==> src/rtl/lfsr_pkg.sv <==
// Shared Galois LFSR helpers: one generic step function (up to 32 bits wide)
// and the standard tap masks used across the codebase.
package lfsr_pkg;

  localparam int unsigned MAX_WIDTH = 32;

  localparam logic [3:0]  POLY4  = 4'h3;
  localparam logic [7:0]  POLY8  = 8'h1D;
  localparam logic [15:0] POLY16 = 16'h002D;
  localparam logic [31:0] POLY32 = 32'h000000C5;

  typedef struct packed {
    logic                 fb;
    logic [MAX_WIDTH-1:0] next;
  } step_t;

  // Inputs are right-aligned; bits at or above width are zero on the way in and out.
  function automatic step_t lfsr_galois_step(input logic [MAX_WIDTH-1:0] state,
                                             input logic [MAX_WIDTH-1:0] poly,
                                             input int unsigned          width);
    step_t                res;
    logic [MAX_WIDTH-1:0] tap;
    logic [MAX_WIDTH-1:0] mask;
    tap      = 32'd1 << (width - 32'd1);
    mask     = (width >= 32'd32) ? 32'hFFFF_FFFF : ((32'd1 << width) - 32'd1);
    res.fb   = |(state & tap);
    res.next = ({state[MAX_WIDTH-2:0], 1'b0} ^ (res.fb ? poly : 32'd0)) & mask;
    return res;
  endfunction

endpackage

==> src/rtl/lfsr_step_unroll.sv <==
// Combinational chain of STEPS Galois steps; exposes every intermediate
// state s1..sSTEPS (s_k at slice k-1) and the feedback bit of each step.
module lfsr_step_unroll
  import lfsr_pkg::*;
#(
  parameter int unsigned      WIDTH = 16,
  parameter logic [WIDTH-1:0] POLY  = 16'h002D,
  parameter int unsigned      STEPS = 1
) (
  input  logic [WIDTH-1:0]       state,
  output logic [STEPS*WIDTH-1:0] step_states,
  output logic [STEPS-1:0]       fb_bits
);

  logic [WIDTH-1:0] chain_s [0:STEPS];

  assign chain_s[0] = state;

  for (genvar k = 0; k < STEPS; k++) begin : g_step
    step_t                res_s;
    logic [MAX_WIDTH-1:0] unused_next_s;

    assign res_s                          = lfsr_galois_step(32'(chain_s[k]), 32'(POLY), WIDTH);
    assign chain_s[k+1]                   = res_s.next[WIDTH-1:0];
    assign fb_bits[k]                     = res_s.fb;
    assign step_states[k*WIDTH +: WIDTH]  = chain_s[k+1];
    // Bits above WIDTH are always zero from the step function.
    assign unused_next_s                  = res_s.next;
  end

endmodule

==> src/rtl/lfsr_galois_multi.sv <==
// Parametrised multi-step Galois LFSR with seed load, all-zero lockup
// detection and period measurement against the loaded seed.
module lfsr_galois_multi
  import lfsr_pkg::*;
#(
  parameter int unsigned      WIDTH      = 16,
  parameter logic [WIDTH-1:0] POLY       = 16'h002D,
  parameter int unsigned      STEPS      = 1,
  parameter logic [WIDTH-1:0] RESET_SEED = 16'h0001
) (
  input  logic             clk,
  input  logic             rst,
  input  logic             load,
  input  logic [WIDTH-1:0] seed,
  input  logic             enable,
  output logic [WIDTH-1:0] state,
  output logic [STEPS-1:0] bits_out,
  output logic             lockup,
  output logic             period_done,
  output logic [WIDTH-1:0] period_len,
  output logic [WIDTH-1:0] step_count
);

  if (WIDTH < 32'd2 || WIDTH > 32'd32) begin : g_err_width
    $error("lfsr_galois_multi: WIDTH must be in 2..32");
  end
  if (POLY[0] != 1'b1) begin : g_err_poly
    $error("lfsr_galois_multi: POLY bit 0 must be 1");
  end
  if (STEPS < 32'd1 || STEPS > WIDTH) begin : g_err_steps
    $error("lfsr_galois_multi: STEPS must be in 1..WIDTH");
  end
  if (RESET_SEED == '0) begin : g_err_seed
    $error("lfsr_galois_multi: RESET_SEED must be nonzero");
  end

  localparam logic [WIDTH-1:0] STEPS_W = WIDTH'(STEPS);

  logic [WIDTH-1:0] state_r, state_n;
  logic [WIDTH-1:0] saved_seed_r, saved_seed_n;
  logic [WIDTH-1:0] step_count_r, step_count_n;
  logic [WIDTH-1:0] period_len_r, period_len_n;
  logic [STEPS-1:0] bits_out_r, bits_out_n;
  logic             lockup_r, lockup_n;
  logic             period_done_r, period_done_n;

  logic [STEPS*WIDTH-1:0] step_states_s;
  logic [STEPS-1:0]       fb_bits_s;
  logic                   match_s;
  logic [WIDTH-1:0]       match_pos_s;

  lfsr_step_unroll #(
    .WIDTH (WIDTH),
    .POLY  (POLY),
    .STEPS (STEPS)
  ) u_unroll (
    .state       (state_r),
    .step_states (step_states_s),
    .fb_bits     (fb_bits_s)
  );

  // Earliest step within this advance that lands back on the saved seed.
  always_comb begin
    match_s     = 1'b0;
    match_pos_s = '0;
    for (int unsigned k = 0; k < STEPS; k++) begin
      if (!match_s && (step_states_s[k*WIDTH +: WIDTH] == saved_seed_r)) begin
        match_s     = 1'b1;
        match_pos_s = WIDTH'(k + 32'd1);
      end else begin
        match_s     = match_s;
      end
    end
  end

  // Next-state selection: load beats enable; a locked-up LFSR never advances.
  always_comb begin
    state_n       = state_r;
    saved_seed_n  = saved_seed_r;
    step_count_n  = step_count_r;
    period_len_n  = period_len_r;
    bits_out_n    = bits_out_r;
    lockup_n      = lockup_r;
    period_done_n = 1'b0;
    if (load) begin
      state_n      = seed;
      saved_seed_n = seed;
      step_count_n = '0;
      bits_out_n   = '0;
      lockup_n     = (seed == '0);
    end else if (enable && !lockup_r) begin
      state_n    = step_states_s[(STEPS-1)*WIDTH +: WIDTH];
      bits_out_n = fb_bits_s;
      if (match_s) begin
        period_done_n = 1'b1;
        period_len_n  = step_count_r + match_pos_s;
        step_count_n  = STEPS_W - match_pos_s;
      end else begin
        step_count_n  = step_count_r + STEPS_W;
      end
    end else begin
      state_n = state_r;
    end
  end

  // State registers with synchronous active-low reset.
  always_ff @(posedge clk) begin
    if (!rst) begin
      state_r       <= RESET_SEED;
      saved_seed_r  <= RESET_SEED;
      step_count_r  <= '0;
      period_len_r  <= '0;
      bits_out_r    <= '0;
      lockup_r      <= 1'b0;
      period_done_r <= 1'b0;
    end else begin
      state_r       <= state_n;
      saved_seed_r  <= saved_seed_n;
      step_count_r  <= step_count_n;
      period_len_r  <= period_len_n;
      bits_out_r    <= bits_out_n;
      lockup_r      <= lockup_n;
      period_done_r <= period_done_n;
    end
  end

  assign state       = state_r;
  assign bits_out    = bits_out_r;
  assign lockup      = lockup_r;
  assign period_done = period_done_r;
  assign period_len  = period_len_r;
  assign step_count  = step_count_r;

endmodule
==> config.mk <==
export PLATFORM = sky130hd
export DESIGN_NAME = lfsr_galois_multi
export DESIGN_NICKNAME = d
export VERILOG_FILES = /design/src/rtl/lfsr_pkg.sv /design/src/rtl/lfsr_step_unroll.sv /design/src/rtl/lfsr_galois_multi.sv
export SDC_FILE = /design/constraint.sdc
export NUM_CORES = 1
export LEC_CHECK = 0
export ABC_AREA = 1
export BUFFER_PORTS_ARGS = -buffer_cell sky130_fd_sc_hd__buf_2
export CORE_UTILIZATION = 55
export DETAILED_ROUTE_END_ITERATION = 8
export PLACE_DENSITY_LB_ADDON = 0.3
export RECOVER_POWER = 100
export SYNTH_ARGS = -nofsm -noshare
export SYNTH_HDL_FRONTEND = slang
export SYNTH_SLANG_ARGS = --single-unit
==> constraint.sdc <==
create_clock -name clk -period 3.5 [get_ports clk]
set_input_delay 0.35 -clock clk [delete_from_list [all_inputs] [get_ports clk]]
set_output_delay 0.35 -clock clk [all_outputs]
set_load 0.02 [all_outputs]
-- After elaboration in Yosys (flattened, before gate mapping)
Cells that the tools add are included.
- logic and storage cells: 29
- bits in registers: 67
- bits of input ports: 20
- output and inout port bits: 51
- mux-type cells: 7
- equal/unequal tests: 1
- reduce and logical (&&, ||, !) cells: 7
- bitwise logic cells: 4
- add/subtract/negate cells: 3
- operators by type and width (operator ; count):
    2-to-1 mux 16 bit ; 3
    adder 16 x 1 -> 16 bit ; 1
    adder 16 x 1 -> 16 bit (second input constant) ; 1
    == test 16 bit ; 1
    zero test 16 bit ; 1
    bitwise XOR 16 bit ; 1
    2-to-1 mux 6 bit ; 1
    2-to-1 mux 1 bit ; 3
    NOT 1 bit ; 3
    AND reduction 3 bit ; 1
    OR reduction 3 bit ; 1
    nonzero test 2 bit ; 1
    OR reduction 2 bit ; 1
    subtractor 1 x 1 -> 2 bit (first input constant) ; 1
    logical AND 1 bit ; 1
    zero test 1 bit ; 1

-- Longest topological paths before layout
Gate-level depths: netlist of the first run.
- depth after elaboration: 6
- mapped depth: 19
- mapped depth without buffers: 19

-- Hierarchy
From an unflattened synthesis of the first run, not the netlist that was laid out.
- cell total of the unflattened synthesis: 524
- area total of the unflattened synthesis: 3504.6 um2
- by module, submodules not included (module ; area each (um2) ; cells each ; times used ; sequential area each (um2)):
    lfsr_galois_multi ; 3350.7 ; 497 ; 1 ; 1341.3
    lfsr_step_unroll ; 153.9 ; 27 ; 1 ; 0.0

-- Worst setup path after synthesis of the first run
OpenSTA, ideal clock, no wires.
- path type: reg2reg
- start: register state_r[2], in the netlist state[2]
- end: register period_len_r[10], in the netlist period_len[10]
- path slack: 1.143 ns
- data arrival time: 2.247 ns
- cell stages (with the launch flop): 17
- path buffers: 0
- data required time: 3.390 ns
- library setup time: 0.110 ns
- clock period less this slack: 2.357 ns
- cells stage by stage: dfxtp_1 > or2_4 > nand2_1 > nand2_1 > nand3_1 > nor2_2 > nand2_1 > inv_2 > ha_1 > ha_1 > nand3_1 > nor2_1 > nand2_1 > xor2_1 > nand4_1 > nand2_1 > nor2_1
- longest elaborated chain between the ends: 4
- elaborated cells on any way between the ends: 6
- those cells by class: 1 x add/sub; 1 x eq/ne; 2 x mux; 1 x bitwise; 1 x reduce/logical
- RTL lines (item ; line ; RTL):
    from (decl) ; lfsr_galois_multi.sv:39 ; logic [WIDTH-1:0] state_r, state_n;
    from (signal assigned) ; lfsr_galois_multi.sv:117 ; state_r <= state_n;
    bitwise XOR 16 bit ; lfsr_pkg.sv:27 ; res.next = ({state[MAX_WIDTH-2:0], 1'b0} ^ (res.fb ? poly : 32'd0)) & mask;
    == test 16 bit ; lfsr_galois_multi.sv:67 ; if (!match_s && (step_states_s[k*WIDTH +: WIDTH] == saved_seed_r)) begin
    2-to-1 mux 1 bit ; lfsr_galois_multi.sv:67 ;
    via match_s ; lfsr_galois_multi.sv:49 ; logic match_s;
    AND reduction 3 bit (no source line) ; n/a ;
    to (signal assigned) ; lfsr_galois_multi.sv:120 ; period_len_r <= period_len_n;
    to (decl) ; lfsr_galois_multi.sv:42 ; logic [WIDTH-1:0] period_len_r, period_len_n;
The timed path passes the listed nets, and every way through them passes these cells.
A chain may end at the register's enable or synchronous reset.

-- Worst setup path in the final report of the first run
- start: register state_r[15], in the netlist state[15]
- end: register period_len_r[10], in the netlist period_len[10]
- longest elaborated chain between the ends: 5
- elaborated cells on any way between the ends: 7
- those cells by class: 1 x add/sub; 1 x eq/ne; 3 x mux; 1 x bitwise; 1 x reduce/logical
- RTL lines (item ; line):
    2-to-1 mux 6 bit ; lfsr_pkg.sv:27
    bitwise XOR 16 bit ; lfsr_pkg.sv:27
    == test 16 bit ; lfsr_galois_multi.sv:67
    2-to-1 mux 1 bit ; lfsr_galois_multi.sv:67
    via match_s ; lfsr_galois_multi.sv:49
    AND reduction 3 bit (no source line) ; n/a
The timed path passes the listed nets, and every way through them passes these cells.

==> results of run 1 <==
[final cells by class]
type / instances / share of cell area
clock buffer: 12 / 0.0436
clock inverter: 2 / 0.00924
inverter: 64 / 0.0634
multi-input combinational: 326 / 0.425
sequential: 67 / 0.354
tap: 72 / 0.0238
timing repair buffer: 74 / 0.0812
[how the worst max path moves through the flow]
stage                                start                     endpoint  slack [ns]  cells after the start
finish              state[15]$_SDFFE_PN0P_  period_len[10]$_SDFFE_PN0P_        0.71                     17
global placement    state[15]$_SDFFE_PN0P_  period_len[10]$_SDFFE_PN0P_        0.92                     16
detailed placement  state[15]$_SDFFE_PN0P_  period_len[12]$_SDFFE_PN0P_        0.79                     15
floorplan            state[2]$_SDFFE_PN0P_  period_len[10]$_SDFFE_PN0P_        1.14                     16
global route        state[15]$_SDFFE_PN0P_  period_len[10]$_SDFFE_PN0P_        0.30                     17
CTS                 state[15]$_SDFFE_PN0P_  period_len[12]$_SDFFE_PN0P_        0.78                     15
[kinds of logic after synthesis]
family / count (synthesis) / synth area share
and+or+nand+nor: 246 / 0.316
buffers and inverters: 78 / 0.0975
DFF: 67 / 0.407
AOI/OAI and AO/OA: 41 / 0.0717
xor gates and xnor gates: 35 / 0.0929
adders and majority gates: 4 / 0.0152
[per-stage QoR]
| step | area [um^2] | instances | util |
|---|---|---|---|
| after detailed placement | 3690 | 603 | 0.654 |
| after floorplan | 3300 | 471 | - |
| final | 3790 | 617 | 0.672 |
| after CTS | 3890 | 617 | 0.689 |
| after global routing | 3790 | 617 | 0.672 |
| after global placement | 3690 | 603 | 0.654 |
[registers in the layout, indices dropped and copies added (netlist names)]
name          cells
lockup            1
period_done       1
state            16
saved_seed_r     16
period_len       16
bits_out          1
step_count       16
[cell usage after synthesis]
| cell | number |
|---|---|
| xnor2_1 | 10 |
| a21oi_1 | 8 |
| nor2_4 | 1 |
| o22ai_1 | 10 |
| a31oi_1 | 12 |
| inv_1 | 59 |
| buf_2 | 2 |
| o21ai_0 | 10 |
| dfxtp_1 | 67 |
| inv_2 | 4 |
| buf_1 | 2 |
| clkinv_1 | 1 |
| nor2_2 | 13 |
| buf_6 | 3 |
| o221ai_1 | 1 |
| nand2_2 | 2 |
| nand4_1 | 4 |
| nor4_1 | 4 |
| nand3_1 | 16 |
| nand2_4 | 1 |
| buf_4 | 1 |
| nand2_1 | 146 |
| ha_1 | 4 |
| xor2_1 | 25 |
| nor2_1 | 54 |
| nand3_2 | 3 |
| or2_4 | 1 |
| clkbuf_1 | 6 |
| or2_2 | 1 |
[power groups by stage]
stage	combinational (W)	sequential [W]	clock [W]
2_1_floorplan	0.0000958	0.000835	0
3_3_place_gp	0.000156	0.000825	0
3_5_place_dp	0.000160	0.000826	0
4_1_cts	0.000160	0.000809	0.000663
5_1_grt	0.000171	0.000812	0.000705
6_report	0.000154	0.000810	0.000661
[worst max-delay path, delay by kind of cell (launching register included)]
kind	cells	cell delay, ns
simple gates	12	1.39
fa+ha+maj	2	0.35
flops	1	0.55
xor+xnor	1	0.17
buf+inv	2	0.24
[per-layer routing]
metal / up-vias / track usage
li1: 1602 / -
met1: 1442 / 0.362
met3: 15 / 0.0537
met2: 119 / 0.438
met5: - / 0
met4: 0 / 0.111
==> summary.md, run 1 <==
| Metric | Value |
|---|---|
| IO Count | `between 70 and 80` |
| Final Hold Fails | `0` |
| Setup bufs post-CTS | `0` |
| Final nets | `~570` |
| Commonest cells after routing, fill and taps aside | `148 x nand2_1, 67 x dfxtp_1, 61 x inv_1, 56 x nor2_1, 54 x clkbuf_1` |
| Comb pwr share | `0.095` |
| Worst-Margin Slew | `around 1.3 ns` |
| Static Leakage | `approximately 1.8 nW` |
| R2R depth | `17` |
| Fillers | `~520` |
| Crit-path most repeated cell | `nand2_1` |
| Core Footprint | `around 5600 um^2` |
| Synth Cell Area | `between 3000 and 4000 um^2` |
| Worst slew margin | `0.155` |
| Clock Latency Late Sink | `between 0.3 and 0.4 ns` |
| Max cap viols | `0` |
| Multi-input gate area | `roughly 1600 um^2` |
| CP Launch Type | `flop` |
| Cts hold-fix bufs | `0` |
| DIE WIDTH | `79.4 um` |
| Top cell type's share of synthesized area | `0.407` |
| Post-route minimum period | `~2.8 ns` |
| Area of the die | `6310 um^2` |
| Clock share of power | `0.407` |
| Synth area leader | `dfxtp_1` |
| Sw frac | `0.251` |
| P_sw | `0.000408 W` |
| Post_cts resized | `0` |
| Tot GR Track Use | `0.274` |
| Synth cell types | `29` |
| Gpl congestion | `slightly below 0.9` |
| Hold Crit Start | `seed[1]` |
| ANT nets after route | `0` |
| Sum Neg Setup Slack | `0 ns` |
| Inserted Diodes | `0` |
| Status | `finished, final reports clean` |
| H-tree Lvls | `3` |
| Hold path cells | `3` |
| Via count | `3178` |
| Worst r2r src | `state[15]$_SDFFE_PN0P_` |
| PortBufs | `70` |
| Wire length on met1 | `3650 um` |
| WL final | `7990 um` |
| Initial Util | `0.585` |
| Mapped Nets | `around 500` |
| Routed vias/inst | `approximately 5.2` |
| Total power | `0.00162 W` |
| First-pass DRT Iterations | `4` |
| Initial drt markers | `160` |
| Setup ws final | `just over 0.7 ns` |
| Slowest Stage Delay on Critical Path | `0.55 ns` |
| Vias in the first global route | `2914` |
| Reg2reg setup slack | `around 0.7 ns` |
| Power per Cell Area | `approximately 430 nW/um^2` |
| Cells after Synth | `471` |
| Crit path kind | `reg -> reg` |
| CP Cell Sequence | `inv_1 -> nand2_1 -> nand3_1 -> nand2_1 -> nand3_1 -> nor2_4 -> nand2_1 -> inv_1 -> ha_1 -> ha_1 -> nand3_1 -> nor2_1 -> nand2_1 -> xor2_1 -> nand4_1 -> nand2_1 -> nor2_1` |
| Final worst hold slack | `between 0.2 and 0.3 ns` |
| Final period utilization | `0.796` |
| Flop pwr share | `0.498` |
| Seq/Total Area, Yosys | `0.407` |
| Critical Path AT | `around 3 ns` |
| Number of synthesized register bits | `between 60 and 70` |
| Clock sinks | `67` |
| TritonCTS buffer count | `9` |
| Storage element area | `1340 um^2` |
| Initial antenna violation count | `0` |
| Pint | `0.00122 W` |
| Die Ht | `79.4 um` |
| GRT Residual Overflow | `0` |
| Row cnt | `27` |
| CP required | `between 3 and 4 ns` |
| Reg-to-Reg End | `period_len[10]$_SDFFE_PN0P_` |
| Endpoints failing setup | `0` |
| First-pass GRT wire length | `approximately 13000 um` |
| Slowest-stage cell, CP | `dfxtp_1` |
| Routed wl met3 | `540 um` |
| P&R area growth vs syn | `14.9%` |
| Post-DP HPWL | `5850 um` |
| Worst clock skew | `approximately 0.0079 ns` |
| Top layer used by detailed routing | `met4` |
| Setup crit end kind | `flop` |
| DRC Markers | `0` |
| YS warnings | `0` |
| Commonest non-fill, non-tap cell in the layout | `nand2_1` |
| Wirelength per Cell | `around 13 um` |
| Worst-path maximum fanout | `11` |
| Clock root buffer | `clkbuf_8` |
| Layout cell share with drive strength beyond 1 | `0.0954` |
| FMAX | `approximately 360 MHz` |
| Top post-synthesis cells by area | `dfxtp_1 41%, nand2_1 17%, inv_1 6.7%` |
| CTS tree | `done` |
| Clock transition at path regs | `about 0.07 ns` |
| Clock Path Buffers | `2` |
| Mapped Avg Cell Area | `7.00 um^2` |
| Worst min-delay path category | `in -> reg` |
| Max IR drop VDD | `roughly 0.25 mV` |
| Count of pins over their slew limit | `0` |
| RSZ-0062 raised after global routing | `false` |
| WL met2 | `around 3700 um` |
| Worst Hold End | `state[1]$_SDFFE_PN0P_` |
| Pre-CTS setup slack | `between 0.7 and 0.8 ns` |
| Largest net degree at the start of global routing | `30` |
Power figures use the tool's default switching activity.
==> inputs of run 2 (changes only) <==
Settings changed: CORE_UTILIZATION 55 to 49.
Clock period 3.5 ns to 2.25 ns, I/O delays scaled along.
==> run 2 against run 1 <==
Against the previous run: combinational power grew 77%; power rose by 65%; highest routed layer unchanged; non-clock buffer count grew 22; largest power group unchanged; critical path depth fell by 1; the flow now finishes with violations (design-rule violations).
==> summary.md, run 2 (synthesized netlist as in run 1, its figures left out) <==
| Metric | Value |
|---|---|
| Clock sinks | `67 (unchanged)` |
| Vias in the first global route | `3056 (+4.9%)` |
| Clock root buffer | `clkbuf_8` |
| Post-route minimum period | `2.25 ns (-0.541 ns)` |
| RSZ-0062 raised after global routing | `true` |
| WL final | `8760 um (+9.6%)` |
| Tot GR Track Use | `0.245 (-0.0295)` |
| Routed vias/inst | `5.06 (-1.8%)` |
| Power per Cell Area | `639 nW/um^2 (+49%)` |
| DIE WIDTH | `84.0 um (+5.8%)` |
| Commonest non-fill, non-tap cell in the layout | `nand2_1` |
| Setup ws final | `0.00324 ns (-0.709 ns)` |
| ANT nets after route | `0 (unchanged)` |
| Count of pins over their slew limit | `0 (unchanged)` |
| Clock Path Buffers | `2 (unchanged)` |
| Fillers | `571 (+9.0%)` |
| Setup crit end kind | `flop` |
| Clock Latency Late Sink | `0.35 ns (about the same)` |
| Via count | `3267 (+2.8%)` |
| CTS tree | `done` |
| First-pass DRT Iterations | `6 (+2)` |
| Row cnt | `29 (+7.4%)` |
| Largest net degree at the start of global routing | `29 (-3.3%)` |
| Inserted Diodes | `0 (unchanged)` |
| Initial antenna violation count | `0 (unchanged)` |
| Max IR drop VDD | `0.326 mV (+32%)` |
| Area post-placement | `3840 um^2 (+4.2%)` |
| PortBufs | `70 (unchanged)` |
| P&R area growth vs syn | `27.0%` |
| Layout Cells excl Fill | `646 (+4.7%)` |
| Final period utilization | `0.999 (+0.202)` |
| Initial Util | `0.514 (-0.0711)` |
| Worst-path maximum fanout | `7 (-4)` |
| Max cap viols | `0 (unchanged)` |
| Post-route cell area | `4190 um^2 (+11%)` |
| TritonCTS buffer count | `9 (unchanged)` |
| Status | `finished with violations` |
| FMAX | `445 MHz (+24%)` |
| CP Launch Type | `flop` |
| Pre-CTS setup slack | `-0.144 ns (-0.935 ns)` |
| Crit path kind | `reg -> reg` |
| Core Footprint | `6420 um^2 (+14%)` |
| Final nets | `588 (+3.9%)` |
| H-tree Lvls | `3 (unchanged)` |
| Worst-Margin Slew | `0.590 ns (-0.674 ns)` |
| Placed instance count | `625 (+3.6%)` |
| Endpoints failing setup | `0 (unchanged)` |
| Area of the die | `7060 um^2 (+12%)` |
| Post-DP HPWL | `5940 um (+1.7%)` |
| Worst min-delay path category | `in -> reg` |
| Die Ht | `84.0 um (+5.8%)` |
| Static Leakage | `1.98 nW (+12%)` |
| CP required | `2.49 ns (-1.24 ns)` |
| GRT Residual Overflow | `0 (unchanged)` |
| IO Count | `71 (unchanged)` |
| Initial drt markers | `184 (+15%)` |
| Final Hold Fails | `0 (unchanged)` |
| Clock transition at path regs | `0.07 ns (about the same)` |
| Failing checks | `design-rule violations` |
| Worst slew margin | `0.607 (+0.452)` |
| Wirelength per Cell | `13.6 um (+4.7%)` |
| First-pass GRT wire length | `13600 um (+2.9%)` |
| Cts hold-fix bufs | `0 (unchanged)` |
| Sum Neg Setup Slack | `0 ns (unchanged)` |
| Worst clock skew | `0.00774 ns (-0.000114 ns)` |
| Commonest cells after routing, fill and taps aside | `136 x nand2_1, 60 x dfxtp_1, 58 x inv_1, 50 x nor2_1, 43 x clkbuf_1` |
| DRC Markers | `8 (+8)` |
| Critical Path AT | `2.49 ns (-0.53 ns)` |
| Layout cell share with drive strength beyond 1 | `0.220 (+0.124)` |
| Gpl congestion | `0.880 (-0.37%)` |
[run 2: critical path, cell delays in order (launching register included)]
cell     delay [ns]
dfxtp_4        0.38
buf_6          0.13
nand2_4        0.05
nand2_2        0.05
nor2_2         0.12
nand3_2        0.09
nor2_4         0.12
nand2_2        0.07
inv_2          0.08
ha_4           0.15
ha_4           0.14
nand3_4        0.09
nor2_4         0.20
nand3_2        0.09
xnor2_1        0.14
nor2_1         0.17
nor2_1         0.06
[run 2: repair_timing]
action | 4_1_cts | 5_1_grt
pin swaps | 3 | 17
resized for setup | 7 | 29
endpoints found under the setup margin | 8 | 12
buffers inserted | 1 | 4
[run 2: where the power goes]
group	total (W)	leakage, nW	internal (W)	switching, W
sequential	0.00126	0.549	0.00122	0.0000361
clock	0.00115	0.113	0.000683	0.000462
combinational	0.000273	1.32	0.0000959	0.000177
total	0.00268	1.98	0.00200	0.000675
[run 2: final cells by class]
type / instances / area [um^2] / area share
clock inverter: 4 / 72.6 / 0.0173
timing repair buffer: 96 / 497 / 0.119
sequential: 67 / 1360 / 0.323
inverter: 64 / 240 / 0.0573
multi-input combinational: 326 / 1770 / 0.423
tap: 77 / 96.3 / 0.0230
clock buffer: 12 / 155 / 0.0370
[run 2: worst paths after layout]
check,from,to,slack (ns),depth (start not counted)
hold / removal,seed[1],state[1]$_SDFFE_PN0P_,0.15,3
hold reg to reg,saved_seed_r[13]$_SDFFE_PN0P_,saved_seed_r[13]$_SDFFE_PN0P_,0.48,2
setup / recovery,state[15]$_SDFFE_PN0P_,period_len[12]$_SDFFE_PN0P_,0.003,16
setup reg to reg,state[15]$_SDFFE_PN0P_,period_len[12]$_SDFFE_PN0P_,0.003,16
[run 2: metal layers]
metal / global-route usage / routed length [um] / up-vias
met1: 0.315 / 3850 / 1498
met5: 0 / 0 / -
li1: - / - / 1637
met4: 0.113 / 146 / 0
met2: 0.394 / 4180 / 116
met3: 0.0495 / 587 / 16
[run 2: metrics by stage]
stage           util  hold slack (ns)  total power (W)
2_1_floorplan      -            0.381          0.00145
3_3_place_gp   0.598            0.462          0.00154
3_5_place_dp   0.598            0.468          0.00155
4_1_cts        0.638            0.157          0.00267
5_1_grt        0.652            0.187          0.00276
6_report       0.652            0.151          0.00268
==> inputs of run 3 (changes only) <==
Settings changed: CORE_ASPECT_RATIO from default to 1.1, REMOVE_ABC_BUFFERS from default to 1.
==> run 3 against run 2 <==
Against the previous run: the flow now finishes without violations; first-iteration DRC count shrank 20%; largest cell class unchanged; hold slack improved by 0.0024 ns; critical path type unchanged; clock skew decreased by 0.0016 ns; routed wire length shrank 6.0%.
==> summary.md, run 3 (synthesized netlist as in run 1, its figures left out) <==
| Metric | Value |
|---|---|
| Status | `finished, final reports clean` |
| First-pass GRT wire length | `12900 um (-5.4%)` |
| WL final | `8230 um (-6.0%)` |
| Post-DP HPWL | `5720 um (-3.8%)` |
| Wire length on met1 | `3620 um (-5.9%)` |
| Endpoints failing setup | `0 (unchanged)` |
| Core Footprint | `6560 um^2 (+2.1%)` |
| Via count | `3275 (+0.24%)` |
| Critical Path AT | `2.43 ns (-0.06 ns)` |
| Sum Neg Setup Slack | `0 ns (unchanged)` |
| WL met2 | `3940 um (-5.6%)` |
| Max cap viols | `0 (unchanged)` |
| Max IR drop VDD | `0.377 mV (+16%)` |
| Final period utilization | `0.968 (-0.0311)` |
| Routed wl met3 | `494 um (-16%)` |
| Clock root buffer | `clkbuf_8` |
| Row cnt | `31 (+6.9%)` |
| R2R depth | `19 (+3)` |
| Inserted Diodes | `0 (unchanged)` |
| Routed vias/inst | `4.94 (-2.3%)` |
| Reg2reg setup slack | `0.07 ns (+0.07 ns)` |
| Worst min-delay path category | `in -> reg` |
| Clock sinks | `67 (unchanged)` |
| Hold path cells | `3 (unchanged)` |
| Largest net degree at the start of global routing | `25 (-14%)` |
| Worst clock skew | `0.00616 ns (-0.00159 ns)` |
| ANT nets after route | `0 (unchanged)` |
| Layout Cells excl Fill | `663 (+2.6%)` |
| Commonest cells after routing, fill and taps aside | `136 x nand2_1, 65 x dfxtp_1, 58 x inv_1, 50 x nor2_1, 49 x buf_2` |
| Tot GR Track Use | `0.243 (-0.00205)` |
| First-pass DRT Iterations | `4 (-2)` |
| Top layer used by detailed routing | `met4` |
| IO Count | `71 (unchanged)` |
| Initial drt markers | `147 (-20%)` |
| Layout cell share with drive strength beyond 1 | `0.258 (+0.0385)` |
| Pre-CTS setup slack | `-0.0774 ns (+0.0665 ns)` |
| Placed instance count | `639 (+2.2%)` |
| Clock transition at path regs | `0.07 ns (about the same)` |
| Fillers | `592 (+3.7%)` |
| DIE WIDTH | `80.2 um (-4.5%)` |
| Worst slew margin | `0.640 (+0.0332)` |
| Initial Util | `0.503 (-0.0104)` |
| Final nets | `600 (+2.0%)` |
| GRT Residual Overflow | `0 (unchanged)` |
| Clock Path Buffers | `2 (unchanged)` |
| Crit path kind | `reg -> reg` |
| Setup crit end kind | `flop` |
| CP required | `2.51 ns (+0.02 ns)` |
| Initial antenna violation count | `0 (unchanged)` |
| P&R area growth vs syn | `28.6%` |
| Final Hold Fails | `0 (unchanged)` |
| DRC Markers | `0 (-8)` |
| Die Ht | `88.0 um (+4.8%)` |
| Vias in the first global route | `2901 (-5.1%)` |
| Wirelength per Cell | `12.4 um (-8.4%)` |
| Post-route minimum period | `2.18 ns (-0.0699 ns)` |
| PortBufs | `70 (unchanged)` |
| Count of pins over their slew limit | `0 (unchanged)` |
| CTS tree | `done` |
| H-tree Lvls | `3 (unchanged)` |
| Setup ws final | `0.0731 ns (+0.0699 ns)` |
| Clock Latency Late Sink | `0.35 ns (about the same)` |
| Area of the die | `7060 um^2 (about the same)` |
| RSZ-0062 raised after global routing | `true` |
| Static Leakage | `2.08 nW (+5.0%)` |
| Power per Cell Area | `603 nW/um^2 (-5.7%)` |
| CP Launch Type | `flop` |
| Worst-Margin Slew | `0.537 ns (-0.0531 ns)` |
| FMAX | `459 MHz (+3.2%)` |
| Commonest non-fill, non-tap cell in the layout | `nand2_1` |
| Gpl congestion | `0.904 (+2.7%)` |
| TritonCTS buffer count | `9 (unchanged)` |
| Worst-path maximum fanout | `6 (-1)` |
| Layout Utilization | `0.647 (-0.00499)` |
[run 3: changes by cell type in the layout (fill, tap and decap cells not counted), moves of 2 or more]
cell      delta
clkbuf_1    -20
dfxtp_1      +5
buf_4       +15
buf_6        -2
dfxtp_2      -4
nor2_2       +3
clkinv_2     +2
nor2_4       -3
buf_2       +18
[run 3: where the power goes]
part	total (W)	leakage, nW	internal, W	switching, W
clock	0.00100	0.0991	0.000536	0.000468
combinational	0.000299	1.44	0.000116	0.000183
sequential	0.00125	0.547	0.00122	0.0000313
[run 3: stage by stage]
step / power, W / instance area [um^2] / hold WS (ns)
2_1_floorplan: 0.00143 / 3220 / 0.325
3_3_place_gp: 0.00155 / 3910 / 0.458
3_5_place_dp: 0.00156 / 3910 / 0.458
4_1_cts: 0.00257 / 4170 / 0.135
5_1_grt: 0.00266 / 4240 / 0.163
6_report: 0.00256 / 4240 / 0.154
[run 3: area by class of cell]
cell class / instances / area [um^2] / share of cell area
repair buffers: 108 / 622 / 0.147
well taps: 82 / 103 / 0.0242
flip-flops and latches: 67 / 1350 / 0.317
multi-input cells: 326 / 1730 / 0.408
clock inverters: 5 / 52.6 / 0.0124
inverters: 64 / 245 / 0.0578
clock buffers: 11 / 141 / 0.0333
[run 3: path summary, 6_finish.rpt]
check / from / end
hold reg to reg: bits_out$_SDFFE_PP0P_ / bits_out$_SDFFE_PP0P_
setup reg to reg: state[15]$_SDFFE_PN0P_ / period_len[10]$_SDFFE_PN0P_
setup / recovery: state[15]$_SDFFE_PN0P_ / period_len[10]$_SDFFE_PN0P_
hold / removal: seed[1] / state[1]$_SDFFE_PN0P_
[run 3: metal layers]
| metal | track usage | up-vias |
|---|---|---|
| li1 | - | 1660 |
| met1 | 0.285 | 1491 |
| met2 | 0.416 | 107 |
| met3 | 0.0646 | 17 |
| met4 | 0.107 | 0 |
| met5 | 0 | - |
[run 3: critical path, stage by stage (launching register included)]
cell	delay (ns)
dfxtp_4	0.39
buf_6	0.13
inv_6	0.04
nand2_4	0.05
nand3_2	0.06
nand2_2	0.07
nand3_2	0.09
nor2_4	0.10
nand2_2	0.07
inv_2	0.08
ha_4	0.14
ha_4	0.13
nand3_2	0.07
nor2_1	0.11
buf_4	0.14
nand2_2	0.05
xor2_1	0.15
nand4_1	0.11
nand2_1	0.07
nor2_1	0.03
[run 3: timing repair]
| item | in CTS | in global routing |
|---|---|---|
| hold buffers | 0 | 0 |
| pin swaps | 6 | 20 |
| resized for setup | 11 | 23 |
| setup endpoints to repair | 9 | 10 |
| endpoints found under the hold margin | 0 | 0 |
| setup buffers | 4 | 4 |
